===== config.mk =====
export PLATFORM = sky130hd
export DESIGN_NAME = twisted_ring_counter
export DESIGN_NICKNAME = d
export VERILOG_FILES = /design/src/rtl/twisted_ring_counter.sv
export SDC_FILE = /design/constraint.sdc
export NUM_CORES = 1
export LEC_CHECK = 0
export ABC_CLOCK_PERIOD_IN_PS = 3300
export CAP_MARGIN = 20
export CORE_MARGIN = 2
export CORE_UTILIZATION = 30
export CTS_BUF_LIST = sky130_fd_sc_hd__clkbuf_2 sky130_fd_sc_hd__clkbuf_4 sky130_fd_sc_hd__clkbuf_8
export DETAILED_ROUTE_END_ITERATION = 16
export PLACE_DENSITY = 0.66
export SLEW_MARGIN = 10
export SYNTH_ARGS = -nofsm -noshare
export SYNTH_HDL_FRONTEND = slang
export SYNTH_SLANG_ARGS = --single-unit

===== constraint.sdc =====
create_clock -name clk -period 3.3 [get_ports clk]
set_clock_uncertainty 0.1 [all_clocks]
set_input_delay 0.99 -clock clk [delete_from_list [all_inputs] [get_ports clk]]
set_output_delay 0.99 -clock clk [all_outputs]
set_load 0.01 [all_outputs]

===== src/rtl/twisted_ring_counter.sv =====
// Parametrised Johnson / one-hot ring sequencer with up/down stepping,
// checked parallel load, decoded sequence index and wrap/error pulses.
module twisted_ring_counter #(
    parameter  int WIDTH = 4,
    localparam int IW    = $clog2(2 * WIDTH)
) (
    input  logic             clk,
    input  logic             rst,
    input  logic             en,
    input  logic             dir,
    input  logic             mode,
    input  logic             ld,
    input  logic [WIDTH-1:0] ld_val,
    output logic [WIDTH-1:0] q,
    output logic [IW-1:0]    idx,
    output logic             wrap,
    output logic             err
);

    localparam logic [WIDTH-1:0] ONE = WIDTH'(1);

    logic             mode_q, mode_d;
    logic [WIDTH-1:0] q_q, q_d;
    logic             wrap_q, wrap_d;
    logic             err_q, err_d;
    logic [IW-1:0]    idx_c, last_c, pc_c, pos_c;

    function automatic logic [WIDTH-1:0] init_of(input logic m);
        return m ? ONE : '0;
    endfunction

    // Johnson legal values have contiguous ones anchored at bit 0 or at the MSB.
    function automatic logic legal(input logic m, input logic [WIDTH-1:0] v);
        logic [WIDTH-1:0] nv;
        nv = ~v;
        if (m)
            return (v != '0) && ((v & (v - ONE)) == '0);
        return ((v & (v + ONE)) == '0) || ((nv & (nv + ONE)) == '0);
    endfunction

    always_comb begin
        pc_c  = '0;
        pos_c = '0;
        for (int i = 0; i < WIDTH; i++) begin
            pc_c = pc_c + IW'(q_q[i]);
            if (q_q[i])
                pos_c = IW'(i);
        end
        if (mode_q)
            idx_c = pos_c;
        else if (q_q[0] || (q_q == '0))
            idx_c = pc_c;
        else
            idx_c = IW'(2 * WIDTH) - pc_c;
        last_c = mode_q ? IW'(WIDTH - 1) : IW'(2 * WIDTH - 1);
    end

    always_comb begin
        mode_d = mode_q;
        q_d    = q_q;
        wrap_d = 1'b0;
        err_d  = 1'b0;
        if (mode != mode_q) begin
            mode_d = mode;
            q_d    = init_of(mode);
        end else if (ld) begin
            if (legal(mode_q, ld_val)) begin
                q_d = ld_val;
            end else begin
                q_d   = init_of(mode_q);
                err_d = 1'b1;
            end
        end else if (en) begin
            if (dir) begin
                q_d    = {q_q[WIDTH-2:0], q_q[WIDTH-1] ^ ~mode_q};
                wrap_d = (idx_c == last_c);
            end else begin
                q_d    = {q_q[0] ^ ~mode_q, q_q[WIDTH-1:1]};
                wrap_d = (idx_c == '0);
            end
        end
    end

    always_ff @(posedge clk) begin
        if (!rst) begin
            mode_q <= mode;
            q_q    <= init_of(mode);
            wrap_q <= 1'b0;
            err_q  <= 1'b0;
        end else begin
            mode_q <= mode_d;
            q_q    <= q_d;
            wrap_q <= wrap_d;
            err_q  <= err_d;
        end
    end

    assign q    = q_q;
    assign idx  = idx_c;
    assign wrap = wrap_q;
    assign err  = err_q;

endmodule

==> results.py, run 1 <==
metrics = {
    "yosys": {
        "synth_top_area_frac": 0.224,
        "ys_top_cells_by_area": "edfxtp_1 22%, ha_1 7.5%, dfxtp_1 6.0%",
        "ys_ff_latch": 7,
        "synthCells": 75,
        "synth_area_sq_um": 671,
        "synth_cell_type_count": 39,
        "synth_top_area_cell": "edfxtp_1",
        "yosysSeqAreaShare": 0.284,
        "avgSynthCellArea_sq_um": 8.94,
        "yosys_warnings": 0,
        "synth_fp_nets": 90,
    },
    "timing": {
        "fmax_mhz": 270,
        "fin_crit_ps": 3700,
        "hold_viol": 0,
        "finalSetupViolCount": 2,
        "rsz0062_at_grt": "yes",
        "whs_ps": 757,
        "worst_pin_slew_ps": 665,
        "finalMaxSlewViolations": 0,
        "period_share": 1.12,
        "slew_headroom": 0.556,
        "setup_ws_ps": -402,
    },
    "clocking": {
        "clock-sinks": 7,
        "root_buffer": "clkbuf_4",
        "cts_buffers": 3,
        "clockBufferDepth": 2,
        "cts_tree": "done",
        "path_clk_slew_ps": 50,
        "cts.htree.levels": 1,
        "cts.hold.buffers_added": 0,
        "clock_latency_ps": 250,
    },
    "finish": {
        "syn_to_final_growth_pct": 53.0,
        "layout_commonest_cell": "clkdlybuf4s50_1",
        "fin_nets": 119,
        "mostFrequentLayoutCells": "15 x clkdlybuf4s50_1, 9 x inv_1, 9 x buf_4",
        "drive_gt1_frac": 0.282,
        "n_antenna_cell": 0,
        "instances_no_fill": 131,
    },
    "routing": {
        "viasPerCell": 5.17,
        "first_iter_violations": 7,
        "drtPass1Iterations": 4,
        "drc_errors": 0,
        "drt_wl_total_microns": 1700,
        "vias": 677,
        "ant_nets": 0,
        "routedWlPerCell_microns": 13.0,
    },
    "run_status": {
        "violations": "negative setup slack",
        "status": "finished with violations",
    },
    "placed_design": {
        "dp.cells": 123,
        "dp.final_hpwl_microns": 1210,
        "gp_congestion": 0.751,
        "portBuffers": 18,
    },
    "die": {
        "fp.dieW_microns": 51.3,
        "rows": 17,
        "initial_core_util": 0.309,
        "dieArea_sq_mm": 0.00263,
        "die_h_microns": 51.3,
        "ios": 19,
        "fp.coreArea_sq_mm": 0.00217,
    },
    "setup_path": {
        "path_class": "register to primary output",
        "worstPathArrival_ps": 2610,
        "startpoint_type": "register",
        "cp.required_ps": 2210,
        "critical_path_peak_fanout": 2,
        "end_kind": "primary output",
    },
    "global_routing": {
        "grt_max_degree": 15,
        "grt_usage": 0.149,
        "grt_pass1_vias": 670,
        "grt_pass1_wl_microns": 2880,
        "antenna_found_initial": 0,
        "grt-ovfl-total": 0,
    },
    "power_and_ir_drop": {
        "power_mw": 0.389,
        "powerDensity_mw_per_mm2": 379,
        "leakage_nw": 0.423,
        "vdd_ir_drop_max_v": 0.000208,
    },
    "min_path": {
        "hp-class": "register to register",
    },
    "flow_run": {
        "drv_cap": 0,
    },
}
==> synthesized netlist by cell type (all sizes together) <==
master and number:
inv 11, fa 1, o32ai 4, o211a 1
nor4 1, or2 1, o2111ai 1, and2b 1
a21oi 5, a2111o 1, or3 1, o21ai 5
edfxtp 5, ha 4, dfxtp 2, xor2 1
nor2 1, and2 1, buf 2, o311a 1
a221oi 1, clkbuf 1, nand2b 2, mux2i 3
nor3b 1, or3b 2, a21o 1, nor3 2
o211ai 1, or4 1, a31o 1, nor2b 1
xnor2 2, a211oi 3, and3 1, nand2 2
==> critical path, stage by stage, from the launching register on <==
cell,delay [ps]
edfxtp_1,410
fa_1,500
ha_2,200
ha_4,270
inv_4,40
ha_4,200
or4_4,480
o311a_4,140
buf_6,120
==> path summary, 6_finish.rpt <==
kind / start / to / slack (ps) / cells after the start
setup reg to reg: q[1] / wrap / 160 / 10
setup / recovery: q[1] / idx[1] / -400 / 8
hold reg to reg: q[2] / q[3] / 760 / 3
hold / removal: q[2] / q[3] / 760 / 3
==> logic make-up (layout without fill, tap and decap cells) <==
logic type,count (synthesis),count (layout),synth area share
AO/OA/AOI/OAI,25,25,0.278
AND/OR/NAND/NOR,18,18,0.166
buffers and inverters,14,42,0.0839
flip-flops,7,7,0.284
adder cells (fa/ha/maj),5,5,0.104
XOR/XNOR,3,3,0.0392
multiplexers,3,3,0.0448
==> what timing repair did <==
action,in CTS,in global routing
resized for setup,20,1
cloned,0,0
setup buffers,2,2
endpoints found under the setup margin,3,2
pin swaps,8,4
==> state kept, by name, indices dropped and copies added, names as in the netlist <==
name,count
wrap,1
err,1
mode_q,1
q,4
==> metal layers <==
metal,vias up,part of all wire,GRT usage
met5,-,0,0
met4,0,0,0.0526
met3,0,0.034,0.0263
met2,14,0.54,0.284
met1,322,0.43,0.165
li1,341,-,-
==> metrics by stage <==
| stage | TNS (ps) | worst slack, ps | area, sq um | utilization |
|---|---|---|---|---|
| finish | -610 | -402 | 1030 | 0.473 |
| global route | -783 | -456 | 1030 | 0.473 |
| CTS | -679 | -426 | 1000 | 0.463 |
| detailed placement | -1090 | -577 | 908 | 0.419 |
| global placement | -937 | -512 | 908 | 0.419 |
| floorplan | -184 | -131 | 671 | - |
==> cell type report <==
| type | count | area, sq um |
|---|---|---|
| Fill cell | 240 | 1140 |
| Multi-Input combinational cell | 54 | 484 |
| Timing Repair Buffer | 27 | 243 |
| Sequential cell | 7 | 190 |
| Inverter | 11 | 43.8 |
| Tap cell | 28 | 35.0 |
| Clock buffer | 4 | 30.0 |
==> report_power, final <==
part,internal (mW),switching (mW),leakage [nW]
Clock,0.0542,0.0296,0.0184
Combinational,0.103,0.0917,0.332
Sequential,0.102,0.00787,0.0730
No activity file was read; power rests on OpenSTA's default activity.
==> run 2: changes to the inputs <==
--- a/config.mk
+++ b/config.mk
@@ -12,4 +12,5 @@
 export CTS_BUF_LIST = sky130_fd_sc_hd__clkbuf_2 sky130_fd_sc_hd__clkbuf_4 sky130_fd_sc_hd__clkbuf_8
+export CTS_CLUSTER_SIZE = 8
 export DETAILED_ROUTE_END_ITERATION = 16
-export PLACE_DENSITY = 0.66
+export PLACE_DENSITY_LB_ADDON = 0.05
 export SLEW_MARGIN = 10
==> constraint.sdc (replaced) <==
create_clock -name clk -period 3.3 [get_ports clk]
set_clock_uncertainty 0.1 [all_clocks]
set_input_delay 0.33 -clock clk [delete_from_list [all_inputs] [get_ports clk]]
set_output_delay 0.33 -clock clk [all_outputs]
set_load 0.01 [all_outputs]
==> results.py, run 2 (synthesized netlist as in run 1, its figures left out) <==
metrics = {
    "setup_path": {
        "regToRegStartpoint": "q[0]",
        "ff2ff_path_depth": 9,
        "path_class": "register to primary output",
        "end_kind": "primary output",
        "crit_start": "q[0]",
        "cp.required_ps": 2870,
        "r2r_setup_slack_ps": 250,
        "startpoint_type": "register",
        "worstPathArrival_ps": 2760,
        "critical_path_peak_fanout": 3,
        "r2r_end": "wrap",
        "worstSetupEndpoint": "idx[1]",
    },
    "clocking": {
        "path_clk_slew_ps": 50,
        "cts_buffers": 3,
        "cts_tree": "done",
        "root_buffer": "clkbuf_4",
        "clock-sinks": 7,
        "cts.htree.levels": 1,
        "clockBufferDepth": 2,
        "clock_latency_ps": 240,
    },
    "finish": {
        "fillers": 236,
        "syn_to_final_growth_pct": 40.5,
        "layout_commonest_cell": "clkdlybuf4s50_1",
        "n_antenna_cell": 0,
        "mostFrequentLayoutCells": "16 x clkdlybuf4s50_1, 10 x inv_1",
        "fin_nets": 115,
        "largest_reg_flops": 4,
        "drive_gt1_frac": 0.172,
    },
    "die": {
        "fp.dieW_microns": 51.3,
        "dieArea_sq_mm": 0.00263,
        "initial_core_util": 0.309,
        "rows": 17,
        "fp.coreArea_sq_mm": 0.00217,
        "die_h_microns": 51.3,
        "ios": 19,
    },
    "global_routing": {
        "grt_max_degree": 15,
        "grt_usage": 0.138,
        "grt_pass1_wl_microns": 2740,
        "grt-ovfl-total": 0,
        "antenna_found_initial": 0,
        "grt_pass1_vias": 595,
    },
    "timing": {
        "finalSetupTns_ps": 0,
        "finalSetupViolCount": 0,
        "fmax_mhz": 314,
        "hold_viol": 0,
        "fin_crit_ps": 3190,
        "worst_pin_slew_ps": 505,
        "slew_headroom": 0.663,
        "period_share": 0.966,
        "finalMaxSlewViolations": 0,
        "setup_ws_ps": 111,
        "rsz0062_at_grt": "no",
    },
    "min_path": {
        "hp-class": "input pin to register",
    },
    "power_and_ir_drop": {
        "leakage_nw": 0.400,
        "p_seq_frac": 0.322,
        "vdd_ir_drop_max_v": 0.000220,
        "combPwrFrac": 0.436,
        "switching_share": 0.317,
        "powerDensity_mw_per_mm2": 363,
        "clkPwrFrac": 0.242,
        "switchingPower_mw": 0.108,
        "p_int_mw": 0.233,
    },
    "routing": {
        "drt_wl_total_microns": 1540,
        "routedWlPerCell_microns": 12.1,
        "vias": 631,
        "viasPerCell": 4.97,
        "ant_nets": 0,
        "drtPass1Iterations": 3,
        "first_iter_violations": 3,
        "drc_errors": 0,
    },
    "placed_design": {
        "dp.final_hpwl_microns": 1250,
        "portBuffers": 18,
        "place_ws_ps": 91.9,
        "gp_congestion": 0.716,
    },
    "run_status": {
        "status": "complete, no violations",
    },
    "flow_run": {
        "drv_cap": 0,
    },
}
==> run 2: worst max-delay path, stage by stage, from the launching register on <==
cell and delay, ps:
edfxtp_1 410, fa_1 490, ha_1 190, ha_1 270, inv_1 50, ha_1 270, or4_1 460, o311a_2 140
clkdlybuf4s15_1 240
==> run 2: power groups by stage <==
stage	logic, mW	clock network [mW]	registers (mW)
after global routing	0.169	0.0921	0.111
final	0.149	0.0828	0.110
after floorplan	0.0788	0	0.115
after global placement	0.145	0	0.112
after CTS	0.150	0.0865	0.110
after detailed placement	0.146	0	0.112
==> run 2: how the worst min path moves through the flow <==
stage | startpoint | end | slack (ps) | cells after the start
6_report | en | wrap | 580 | 3
5_1_grt | en | wrap | 600 | 3
4_1_cts | en | wrap | 580 | 3
3_5_place_dp | q[1] | q[2] | 750 | 3
3_3_place_gp | q[1] | q[2] | 750 | 3
2_1_floorplan | mode | mode_q | 330 | 0
==> run 2: what timing repair did <==
item	CTS	global route
hold buffers	0	0
gates cloned	0	0
pin swaps	1	0
resized for setup	3	1
buffers inserted	1	0
setup endpoints to repair	2	1
==> run 2: routing by layer <==
metal / up-vias / part of all wire / wire (microns) / track usage
met5: - / 0 / 0 / 0
met4: 0 / 0 / 0 / 0.0263
met3: 0 / 0.041 / 63 / 0.0263
met2: 19 / 0.49 / 753 / 0.240
met1: 282 / 0.47 / 726 / 0.177
li1: 330 / - / - / -
==> run 2: per-stage QoR <==
stage | cells | util | area (sq um) | total power [mW] | hold slack, ps
finish | 127 | 0.434 | 942 | 0.342 | 585
global route | 127 | 0.434 | 942 | 0.372 | 596
CTS | 127 | 0.434 | 941 | 0.346 | 583
detailed placement | 122 | 0.415 | 901 | 0.257 | 745
global placement | 122 | 0.415 | 901 | 0.257 | 746
floorplan | 75 | - | 671 | 0.194 | 329
==> run 2: layout make-up <==
class	count	area, sq um	share of cell area
inverter	11	41.3	0.0438
timing repair buffer	23	216	0.230
multi-input combinational	54	429	0.456
sequential	7	190	0.202
clock buffer	4	30.0	0.0319
tap	28	35.0	0.0372
==> run 3: changes to the inputs <==
- CAP_MARGIN: 20 -> 15
- CORE_UTILIZATION: 30 -> 41
- CTS_BUF_LIST: sky130_fd_sc_hd__clkbuf_2 sky130_fd_sc_hd__clkbuf_4 sky130_fd_sc_hd__clkbuf_8 -> default
==> results.py, run 3 (synthesized netlist as in run 1, its figures left out) <==
metrics = {
    "timing": {
        "fin_crit_ps": 3130,
        "finalSetupViolCount": 0,
        "whs_ps": 565,
        "rsz0062_at_grt": "no",
        "finalMaxSlewViolations": 0,
        "worst_pin_slew_ps": 533,
        "hold_viol": 0,
        "fmax_mhz": 319,
        "slew_headroom": 0.645,
        "period_share": 0.949,
        "finalSetupTns_ps": 0,
        "setup_ws_ps": 169,
    },
    "power_and_ir_drop": {
        "clkPwrFrac": 0.229,
        "switching_share": 0.332,
        "switchingPower_mw": 0.111,
        "p_seq_frac": 0.329,
        "vdd_ir_drop_max_v": 0.000307,
        "leakage_nw": 0.393,
        "power_mw": 0.336,
        "p_int_mw": 0.225,
        "powerDensity_mw_per_mm2": 365,
        "combPwrFrac": 0.443,
    },
    "setup_path": {
        "cp_cell_sequence": "fa_1 -> ha_1 -> ha_1 -> inv_1 -> ha_1 -> or4_1 -> o311a_2 -> clkbuf_2",
        "startpoint_type": "register",
        "cp_top_family": "adder cells",
        "end_kind": "primary output",
        "cp_num_buf_inv": 2,
        "critical_path_peak_fanout": 3,
        "r2r_end": "wrap",
        "cp_common_cell": "ha_1",
        "cp.required_ps": 2870,
        "r2r_setup_slack_ps": 210,
        "regToRegStartpoint": "q[0]",
        "path_class": "register to primary output",
        "critPathMaxStageDelay_ps": 490,
        "ff2ff_path_depth": 9,
        "critPathSlowestCell": "fa_1",
        "worstPathArrival_ps": 2700,
    },
    "routing": {
        "drt_wl_total_microns": 1480,
        "first_iter_violations": 10,
        "ant_nets": 0,
        "routedWlPerCell_microns": 12.9,
        "viasPerCell": 5.67,
        "vias": 652,
        "drc_errors": 0,
        "drtPass1Iterations": 4,
    },
    "min_path": {
        "whs_path_depth": 3,
        "hp-start": "en",
        "hp-class": "input pin to register",
        "min_to": "wrap",
    },
    "finish": {
        "fin_nets": 115,
        "layout_commonest_cell": "clkdlybuf4s50_1",
        "final_cell_area_sq_um": 920,
        "largest_reg_flops": 4,
        "syn_to_final_growth_pct": 37.1,
        "drive_gt1_frac": 0.172,
        "area.sequential_sq_um": 190,
        "n_antenna_cell": 0,
        "multi_input_area_sq_um": 429,
        "mostFrequentLayoutCells": "16 x clkdlybuf4s50_1, 10 x inv_1",
        "fillers": 135,
    },
    "clocking": {
        "path_clk_slew_ps": 50,
        "cts.htree.levels": 1,
        "cts.hold.buffers_added": 0,
        "clock_latency_ps": 250,
        "cts_buffers": 3,
        "clockBufferDepth": 2,
        "root_buffer": "clkbuf_4",
        "cts_tree": "done",
        "clock-sinks": 7,
    },
    "global_routing": {
        "grt_usage": 0.175,
        "grt_max_degree": 15,
        "antenna_found_initial": 0,
        "grt-ovfl-total": 0,
        "grt_pass1_wl_microns": 2500,
        "grt_pass1_vias": 582,
    },
    "placed_design": {
        "dp.final_hpwl_microns": 1140,
        "portBuffers": 18,
        "placed_cell_area_sq_um": 886,
        "place_ws_ps": 87.9,
        "gp_congestion": 0.885,
    },
    "flow_run": {
        "drv_cap": 0,
    },
    "run_status": {
        "status": "complete, no violations",
    },
    "die": {
        "ios": 19,
        "initial_core_util": 0.440,
        "rows": 14,
        "fp.coreArea_sq_mm": 0.00152,
        "dieArea_sq_mm": 0.00198,
        "die_h_microns": 44.4,
        "fp.dieW_microns": 44.4,
    },
}
[run 3: metrics by stage]
step | util | cells
6_report | 0.603 | 115
5_1_grt | 0.603 | 115
4_1_cts | 0.605 | 115
3_5_place_dp | 0.581 | 110
3_3_place_gp | 0.581 | 110
2_1_floorplan | - | 75
[run 3: worst max-delay path by stage]
| stage | cells past startpoint | endpoint | slack, ps | from |
|---|---|---|---|---|
| after floorplan | 9 | wrap | 200 | q[0] |
| after global placement | 8 | idx[1] | 120 | q[0] |
| after detailed placement | 9 | idx[2] | 90 | q[0] |
| after CTS | 8 | idx[1] | 0.01 | q[0] |
| after global routing | 9 | idx[2] | 20 | q[0] |
| final | 8 | idx[1] | 170 | q[0] |
[run 3: layout make-up]
| type | count | area share |
|---|---|---|
| clock buffer | 4 | 0.0286 |
| inverter | 11 | 0.0449 |
| multi-input combinational | 54 | 0.467 |
| sequential | 7 | 0.207 |
| tap | 16 | 0.0218 |
| timing repair buffer | 23 | 0.231 |
[run 3: worst register-to-register path, stage by stage, from the launching register on]
cell      delay [ps]
edfxtp_1         410
fa_1             490
ha_1             200
ha_1             270
inv_1             50
ha_1             280
or4_1            460
o311a_2          150
a2111o_1         360
a211oi_2         230
[run 3: power groups by stage]
stage,clock network (mW),logic [mW],registers [mW]
after floorplan,0,0.0788,0.115
after global placement,0,0.144,0.112
after detailed placement,0,0.145,0.112
after CTS,0.0805,0.149,0.111
after global routing,0.0860,0.166,0.112
final,0.0768,0.149,0.111
[run 3: routing by layer]
| layer | global-route usage | wire [microns] | vias to the layer above |
|---|---|---|---|
| met5 | 0 | 0 | - |
| met4 | 0.0788 | 0 | 0 |
| met3 | 0.0612 | 105 | 0 |
| met2 | 0.259 | 696 | 28 |
| met1 | 0.228 | 680 | 290 |
| li1 | - | - | 334 |
[run 3: what timing repair did]
action / 4_1_cts / 5_1_grt
endpoints found under the setup margin: 2 / 2
pin swaps: 1 / 1
buffers inserted: 1 / 0
cloned: 0 / 0
resized for setup: 3 / 3
